==> src/rtl/piano_pkg.sv <==
// Shared piano definitions: PS/2 prefix codes, note type and the scan-code-to-note key map.
package piano_pkg;

    localparam int unsigned NOTE_W     = 4;
    localparam logic [7:0]  BREAK_CODE = 8'hF0;
    localparam logic [7:0]  EXT_CODE   = 8'hE0;

    typedef logic [NOTE_W-1:0] note_t;

    typedef struct packed {
        logic  hit;
        note_t note;
    } key_lookup_t;

    typedef enum logic [1:0] {
        ST_IDLE,
        ST_BRK,
        ST_EXT,
        ST_EXT_BRK
    } dec_state_t;

    function automatic key_lookup_t scan_to_note(input logic [7:0] code);
        key_lookup_t r;
        r.hit  = 1'b1;
        r.note = '0;
        case (code)
            8'h1C: r.note = NOTE_W'(0);
            8'h1D: r.note = NOTE_W'(1);
            8'h1B: r.note = NOTE_W'(2);
            8'h24: r.note = NOTE_W'(3);
            8'h23: r.note = NOTE_W'(4);
            8'h2B: r.note = NOTE_W'(5);
            8'h2C: r.note = NOTE_W'(6);
            8'h34: r.note = NOTE_W'(7);
            8'h35: r.note = NOTE_W'(8);
            8'h33: r.note = NOTE_W'(9);
            8'h3C: r.note = NOTE_W'(10);
            8'h3B: r.note = NOTE_W'(11);
            8'h42: r.note = NOTE_W'(12);
            default: r.hit = 1'b0;
        endcase
        return r;
    endfunction

endpackage

==> src/rtl/voice_allocator_if.sv <==
// Scan-byte input and voice-table output bundle between the PS/2 side and the tone generators.
interface voice_allocator_if #(
    parameter int unsigned NUM_VOICES = 4
);
    import piano_pkg::*;

    logic [7:0]                   scan_code;
    logic                         scan_valid;
    logic [NUM_VOICES-1:0]        voice_active;
    logic [NUM_VOICES*NOTE_W-1:0] voice_note;
    logic                         steal;

    modport master (
        output scan_code, scan_valid,
        input  voice_active, voice_note, steal
    );

    modport slave (
        input  scan_code, scan_valid,
        output voice_active, voice_note, steal
    );
endinterface

==> src/rtl/voice_allocator_key_event_decoder.sv <==
// PS/2 make/break sequence decoder; emits same-cycle press/release pulses for mapped keys.
module key_event_decoder
    import piano_pkg::*;
(
    input  logic       i_clk,
    input  logic       i_rst,
    input  logic [7:0] i_scan_code,
    input  logic       i_scan_valid,
    output logic       o_press_c,
    output logic       o_release_c,
    output note_t      o_note_c
);

    dec_state_t  r_state;
    dec_state_t  w_state_nxt;
    key_lookup_t w_lookup;

    always_ff @(posedge i_clk or posedge i_rst) begin
        if (i_rst) r_state <= ST_IDLE;
        else       r_state <= w_state_nxt;
    end

    // Extended sequences are consumed but never produce note events.
    always_comb begin
        w_state_nxt = r_state;
        o_press_c   = 1'b0;
        o_release_c = 1'b0;
        w_lookup    = scan_to_note(i_scan_code);
        o_note_c    = w_lookup.note;
        if (i_scan_valid) begin
            case (r_state)
                ST_IDLE: begin
                    if (i_scan_code == BREAK_CODE)    w_state_nxt = ST_BRK;
                    else if (i_scan_code == EXT_CODE) w_state_nxt = ST_EXT;
                    else                              o_press_c   = w_lookup.hit;
                end
                ST_BRK: begin
                    o_release_c = w_lookup.hit;
                    w_state_nxt = ST_IDLE;
                end
                ST_EXT:     w_state_nxt = (i_scan_code == BREAK_CODE) ? ST_EXT_BRK : ST_IDLE;
                ST_EXT_BRK: w_state_nxt = ST_IDLE;
                default:    w_state_nxt = ST_IDLE;
            endcase
        end
    end

endmodule

==> src/rtl/voice_allocator.sv <==
// Polyphonic voice allocator: maps held notes onto voices, stealing the oldest voice when full.
module voice_allocator
    import piano_pkg::*;
#(
    parameter int unsigned NUM_VOICES = 4
) (
    input  logic             sys_clk,
    input  logic             async_rst,
    voice_allocator_if.slave bus
);

    localparam int unsigned AGE_W = (NUM_VOICES > 1) ? $clog2(NUM_VOICES) : 1;
    typedef logic [AGE_W-1:0] age_t;

    logic                  w_press;
    logic                  w_release;
    note_t                 w_note;

    logic [NUM_VOICES-1:0] r_active;
    note_t                 r_note [NUM_VOICES];
    age_t                  r_age  [NUM_VOICES];
    logic                  r_steal;

    logic [NUM_VOICES-1:0] w_active_nxt;
    note_t                 w_note_nxt [NUM_VOICES];
    age_t                  w_age_nxt  [NUM_VOICES];
    logic                  w_steal_nxt;

    logic                  w_hit_found;
    age_t                  w_hit_idx;
    logic                  w_free_found;
    age_t                  w_free_idx;
    age_t                  w_old_idx;
    age_t                  w_old_age;
    age_t                  w_tgt_idx;
    age_t                  w_tgt_thr;

    key_event_decoder u_dec (
        .i_clk        (sys_clk),
        .i_rst        (async_rst),
        .i_scan_code  (bus.scan_code),
        .i_scan_valid (bus.scan_valid),
        .o_press_c    (w_press),
        .o_release_c  (w_release),
        .o_note_c     (w_note)
    );

    // Voice searches: holder of the note, lowest free voice, oldest voice (ties to lowest index).
    always_comb begin
        w_hit_found  = 1'b0;
        w_hit_idx    = '0;
        w_free_found = 1'b0;
        w_free_idx   = '0;
        w_old_idx    = '0;
        w_old_age    = r_age[0];
        for (int v = 0; v < int'(NUM_VOICES); v++) begin
            if (!w_hit_found && r_active[v] && (r_note[v] == w_note)) begin
                w_hit_found = 1'b1;
                w_hit_idx   = AGE_W'(v);
            end
            if (!w_free_found && !r_active[v]) begin
                w_free_found = 1'b1;
                w_free_idx   = AGE_W'(v);
            end
            if (r_age[v] > w_old_age) begin
                w_old_age = r_age[v];
                w_old_idx = AGE_W'(v);
            end
        end
    end

    // Next voice table; ages stay a strict recency ordering among active voices.
    always_comb begin
        w_active_nxt = r_active;
        w_note_nxt   = r_note;
        w_age_nxt    = r_age;
        w_steal_nxt  = 1'b0;
        w_tgt_idx    = w_free_found ? w_free_idx : w_old_idx;
        w_tgt_thr    = w_free_found ? AGE_W'(NUM_VOICES - 1) : w_old_age;
        if (w_press && !w_hit_found) begin
            for (int v = 0; v < int'(NUM_VOICES); v++) begin
                if (r_active[v] && (AGE_W'(v) != w_tgt_idx) && (r_age[v] < w_tgt_thr))
                    w_age_nxt[v] = r_age[v] + AGE_W'(1);
            end
            w_active_nxt[w_tgt_idx] = 1'b1;
            w_note_nxt[w_tgt_idx]   = w_note;
            w_age_nxt[w_tgt_idx]    = '0;
            w_steal_nxt             = !w_free_found;
        end else if (w_release && w_hit_found) begin
            for (int v = 0; v < int'(NUM_VOICES); v++) begin
                if (r_active[v] && (AGE_W'(v) != w_hit_idx) && (r_age[v] > r_age[w_hit_idx]))
                    w_age_nxt[v] = r_age[v] - AGE_W'(1);
            end
            w_active_nxt[w_hit_idx] = 1'b0;
            w_note_nxt[w_hit_idx]   = '0;
            w_age_nxt[w_hit_idx]    = '0;
        end
    end

    always_ff @(posedge sys_clk or posedge async_rst) begin
        if (async_rst) begin
            r_active <= '0;
            r_steal  <= 1'b0;
            for (int v = 0; v < int'(NUM_VOICES); v++) begin
                r_note[v] <= '0;
                r_age[v]  <= '0;
            end
        end else begin
            r_active <= w_active_nxt;
            r_steal  <= w_steal_nxt;
            for (int v = 0; v < int'(NUM_VOICES); v++) begin
                r_note[v] <= w_note_nxt[v];
                r_age[v]  <= w_age_nxt[v];
            end
        end
    end

    assign bus.voice_active = r_active;
    assign bus.steal        = r_steal;

    for (genvar g = 0; g < int'(NUM_VOICES); g++) begin : g_note_out
        assign bus.voice_note[g*NOTE_W +: NOTE_W] = r_note[g];
    end

endmodule

==> src/flat_wrapper.sv <==
// flat-port wrapper written by rule: the top's interface ports become plain ports
module voice_allocator_flat import piano_pkg::*;
#(
    parameter int unsigned NUM_VOICES = 4
)
  (sys_clk, async_rst, bus_scan_code, bus_scan_valid, bus_voice_active, bus_voice_note, bus_steal);
  voice_allocator_if #(.NUM_VOICES(NUM_VOICES)) bus_i ();
  input  logic sys_clk;
  input  logic async_rst;
  input wire logic [$bits(bus_i.scan_code)-1:0] bus_scan_code;
  input wire logic [$bits(bus_i.scan_valid)-1:0] bus_scan_valid;
  output wire logic [$bits(bus_i.voice_active)-1:0] bus_voice_active;
  output wire logic [$bits(bus_i.voice_note)-1:0] bus_voice_note;
  output wire logic [$bits(bus_i.steal)-1:0] bus_steal;
  assign bus_i.scan_code = bus_scan_code;
  assign bus_i.scan_valid = bus_scan_valid;
  assign bus_voice_active = bus_i.voice_active;
  assign bus_voice_note = bus_i.voice_note;
  assign bus_steal = bus_i.steal;
  voice_allocator #(.NUM_VOICES(NUM_VOICES)) u_core (.sys_clk(sys_clk), .async_rst(async_rst), .bus(bus_i));
endmodule
==> config.mk <==
export PLATFORM = sky130hd
export DESIGN_NAME = voice_allocator_flat
export DESIGN_NICKNAME = d
export VERILOG_FILES = /design/src/rtl/piano_pkg.sv /design/src/rtl/voice_allocator_if.sv /design/src/rtl/voice_allocator_key_event_decoder.sv /design/src/rtl/voice_allocator.sv /design/src/flat_wrapper.sv
export SDC_FILE = /design/constraint.sdc
export NUM_CORES = 1
export LEC_CHECK = 0
export CAP_MARGIN = 25
export CORE_MARGIN = 10
export CORE_UTILIZATION = 40
export CTS_CLUSTER_DIAMETER = 200
export DETAILED_ROUTE_END_ITERATION = 8
export PLACE_DENSITY = 0.67
export SYNTH_ARGS = -nofsm -noshare
export SYNTH_HDL_FRONTEND = slang
export SYNTH_SLANG_ARGS = --single-unit
==> constraint.sdc <==
create_clock -name sys_clk -period 5.93 [get_ports sys_clk]
set_clock_uncertainty 0.05 [all_clocks]
set_input_delay 1.186 -clock sys_clk [delete_from_list [all_inputs] [get_ports sys_clk]]
set_output_delay 1.186 -clock sys_clk [all_outputs]
set_load 0.02 [all_outputs]
==> results.md <==
- Critical Path Fanout Max: 8
- Hold violation count in the final report: 0
- Asr flop ratio synth: 100%
- Proportion of layout cells with a drive suffix above 1: 11.0%
- Top cell type's share of synthesized area: 26.7%
- DR vias: 2827
- Dominant cell type by area after synthesis: sky130_fd_sc_hd__dfrtp_1
- Yosys Warn Count: 0
- Resized cells post-CTS: 0
- Fmax: 190 MHz
- Required time at the endpoint of the critical path: 6020 ps
- Finish-stage setup viols: 0
- Number of slew-limit violations in the final report: 0
- Most frequent CP cell: sky130_fd_sc_hd__nor2_1
- Initial DRT Pass Iterations: 5
- Count of buffers from port buffering: 31
- Max cap viols: 0
- XOR/XNOR share of the synthesized area: 4.51%
- Clock share of power: 44.8%
- Time the final worst path needs with I/O delays and setup: 5280 ps
- Dominant combinational cell family by area after synthesis: simple AND/OR/NAND/NOR gates
- Slew headroom: 48.4%
- Mean routed wirelength per cell: 16.8 µm
- Number of hold-repair buffers added at the cts stage: 0
- Number of global-route vias before repair: 2725
- Antenna violation net count after detailed routing: 0
- Post-Synthesis Cells: 346
- Proportion of synthesized chip area in sequential cells: 26.7%
- Clock transition at path regs: 70 ps
- Proportion of total power due to net switching: 25.5%
- Standard-cell rows: 31
- Number of placed I/O pins: 32
- Final instance area: 0.00347 mm²
- Final global-route overflow total: 0
- Half-perimeter wire length after placement: 6360 µm
- Largest voltage drop on the vdd net: 115 µV
- Global-route total usage across every layer: 14.7%
- Post-CTS setup buffer count: 0
- Final sum of negative setup slack: 0 ps
- Share of total power in sequential cells: 42.7%
- Skew-Pair Late Insertion Delay: 290 ps
- Hold WC Path Type: register to register
- Syn nets: 374
- Wire length of the first global-routing pass: 13700 µm
- Number of buffers on the longest clock path: 2
- Cell leakage power: 1.47 nW
- Average footprint of a synthesized cell: 8.41 µm²
- Clock Root Buffer: sky130_fd_sc_hd__clkbuf_8
- Multiplexer fraction of the synthesized cell area: 0.860%
- Layout overhead on the synthesized area: 19.3%
- Post-layout nets: 410
- Average vias per placed instance: 5.87
- Number of antenna violations at the first check in global routing: 0
- Compound-cell area share of the yosys netlist: 25.7%
- Setup slack, reg-to-reg: 900 ps
- Category of the most critical setup path: input port to register
- Max incr delay on CP: 700 ps
- Synthesis-stage register bit count: 31
- Chip height: 105 µm
- Top flip-flop cell by instance count after synthesis: sky130_fd_sc_hd__dfrtp_1
- Internal Power: 0.374 mW
- Clock tree from TritonCTS: built
- Tcrit/Tclk final: 89.0%
- RSZ-0062 raised after global routing: false
- Critical path data arrival time: 5360 ps
- Post-detailed-route DRC marker count: 0
- Clk sink count: 31
- Synth cell types: 84
- Final antenna diode count: 0
- Adder-Cell Fraction of Synth Area: 8.34%
- Endpoint kind of the worst setup timing path: register
- Number of enable flip-flop cells after synthesis: 0
- Synthesized-area fraction occupied by and/or/nand/nor cells: 29.1%
- Initial core utilization: 40.6%
- Net load switching power: 0.128 mW
- Summed instance area of the synthesized netlist: 0.00291 mm²
- Core box area: 0.00718 mm²
- PwrDens: 145 mW/mm²
- Cells taking the most area after synthesis: sky130_fd_sc_hd__dfrtp_1 27%, sky130_fd_sc_hd__ha_1 7.3%, sky130_fd_sc_hd__nand2_1 4.6%
- Placer's final routability congestion estimate: 0.923
- 1st-iter DRT viols: 236
- TritonCTS Buffers: 5
- Startpoint Class: input port
- Outcome: finished, final reports clean
- Slew @ Worst Pin: 767 ps
- Die boundary width: 105 µm
- Largest net degree at the start of global routing: 32
- Placement Cell Area: 0.00336 mm²
- Worst hold-check slack: 463 ps
- Highest-delay cell along the critical path: sky130_fd_sc_hd__nor4_2
- Floorplan die area: 0.0111 mm²
- Logic pwr share: 12.5%
- H-tree levels: 2
- List of cells traversed by the critical path: clkdlybuf4s50_1 -> or3b_1 -> o32ai_1 -> nor2_2 -> xnor2_1 -> nor4_2 -> nor3_1 -> nor2_1 -> o221a_2 -> ha_1 -> nor2_1 -> maj3_1 -> a221oi_1 -> a41oi_1
- Routed wire length: 8090 µm
==> registers in the layout, summed over array words and instances (netlist names) <==
name and count:
u_core.u_dec.r_state 2, u_core.r_age 8, u_core.bus.voice_active 4, u_core.bus.steal 1
u_core.bus.voice_note 16
==> through the flow <==
| step | power, mW | worst slack (ps) | cells | util, % |
|---|---|---|---|---|
| global placement | 0.279 | 526 | 474 | 46.8 |
| finish | 0.502 | 654 | 482 | 48.4 |
| detailed placement | 0.281 | 379 | 474 | 46.8 |
| CTS | 0.505 | 681 | 482 | 48.4 |
| global route | 0.523 | 229 | 482 | 48.4 |
| floorplan | 0.261 | 1220 | 346 | - |
==> cell families after synthesis <==
group                      Yosys count
buffers and inverters               33
xor gates and xnor gates            15
DFF                                 31
AOI/OAI and AO/OA                   97
muxes                                2
adders and majority gates           20
and+or+nand+nor                    148
==> critical path, delay by kind of cell <==
kind | cells | cell delay (ps)
xor+xnor | 1 | 180
buf+inv | 1 | 560
fa+ha+maj | 2 | 550
compound gates | 4 | 1160
simple gates | 6 | 1710
==> placed cells by master, fill, tap and decap left out, types with 11 or more instances in the layout <==
cell type                          n
sky130_fd_sc_hd__ha_1             17
sky130_fd_sc_hd__nor2_1           34
sky130_fd_sc_hd__inv_1            21
sky130_fd_sc_hd__a21oi_1          11
sky130_fd_sc_hd__dfrtp_1          31
sky130_fd_sc_hd__o21ai_0          17
sky130_fd_sc_hd__nand3_1          11
sky130_fd_sc_hd__xnor2_1          12
sky130_fd_sc_hd__clkdlybuf4s50_1  31
sky130_fd_sc_hd__nand2_1          36
sky130_fd_sc_hd__nor3_1           15
==> power groups by stage <==
stage,clock network [mW],logic [mW],registers [mW]
finish,0.225,0.0629,0.214
global route,0.238,0.0705,0.215
CTS,0.228,0.0629,0.214
detailed placement,0,0.0626,0.219
global placement,0,0.0609,0.219
floorplan,0,0.0433,0.218
==> final timing paths <==
check,start,end,cells past startpoint
min in group asynchronous,async_rst,u_core.bus.voice_active[0],3
max in group asynchronous,async_rst,u_core.u_dec.r_state[0],3
max,bus_scan_code[5],u_core.r_age[2],14
min reg2reg,u_core.u_dec.r_state[1],u_core.u_dec.r_state[1],2
min,u_core.u_dec.r_state[1],u_core.u_dec.r_state[1],2
max reg2reg,u_core.r_age[7],u_core.r_age[3],21
==> area by class of cell <==
type | instances | area (µm²)
fill | 684 | 3700
sequential | 31 | 776
tap | 99 | 124
inverter | 21 | 78.8
timing repair buffer | 41 | 385
multi-input combinational | 282 | 1990
clock buffer | 6 | 82.6
clock inverter | 2 | 35.0
==> cell usage after synthesis (5+ instances only) <==
| cell type | count |
|---|---|
| sky130_fd_sc_hd__buf_2 | 5 |
| sky130_fd_sc_hd__inv_1 | 21 |
| sky130_fd_sc_hd__nand2b_1 | 6 |
| sky130_fd_sc_hd__a22o_1 | 8 |
| sky130_fd_sc_hd__nor2_1 | 34 |
| sky130_fd_sc_hd__dfrtp_1 | 31 |
| sky130_fd_sc_hd__o21ai_0 | 17 |
| sky130_fd_sc_hd__nor3_1 | 15 |
| sky130_fd_sc_hd__nand2_1 | 36 |
| sky130_fd_sc_hd__xnor2_1 | 12 |
| sky130_fd_sc_hd__ha_1 | 17 |
| sky130_fd_sc_hd__nand3_1 | 11 |
| sky130_fd_sc_hd__a21oi_1 | 11 |
| sky130_fd_sc_hd__o21ai_1 | 6 |
| sky130_fd_sc_hd__a21o_1 | 5 |
==> per-layer routing <==
| layer | up-vias | track usage [%] | routed length (µm) |
|---|---|---|---|
| li1 | 1371 | - | - |
| met1 | 1351 | 18.4 | 3590 |
| met2 | 97 | 25.5 | 3970 |
| met3 | 8 | 3.35 | 468 |
| met4 | 0 | 2.45 | 68 |
| met5 | - | 0 | 0 |
No activity file was read; power rests on OpenSTA's default activity.
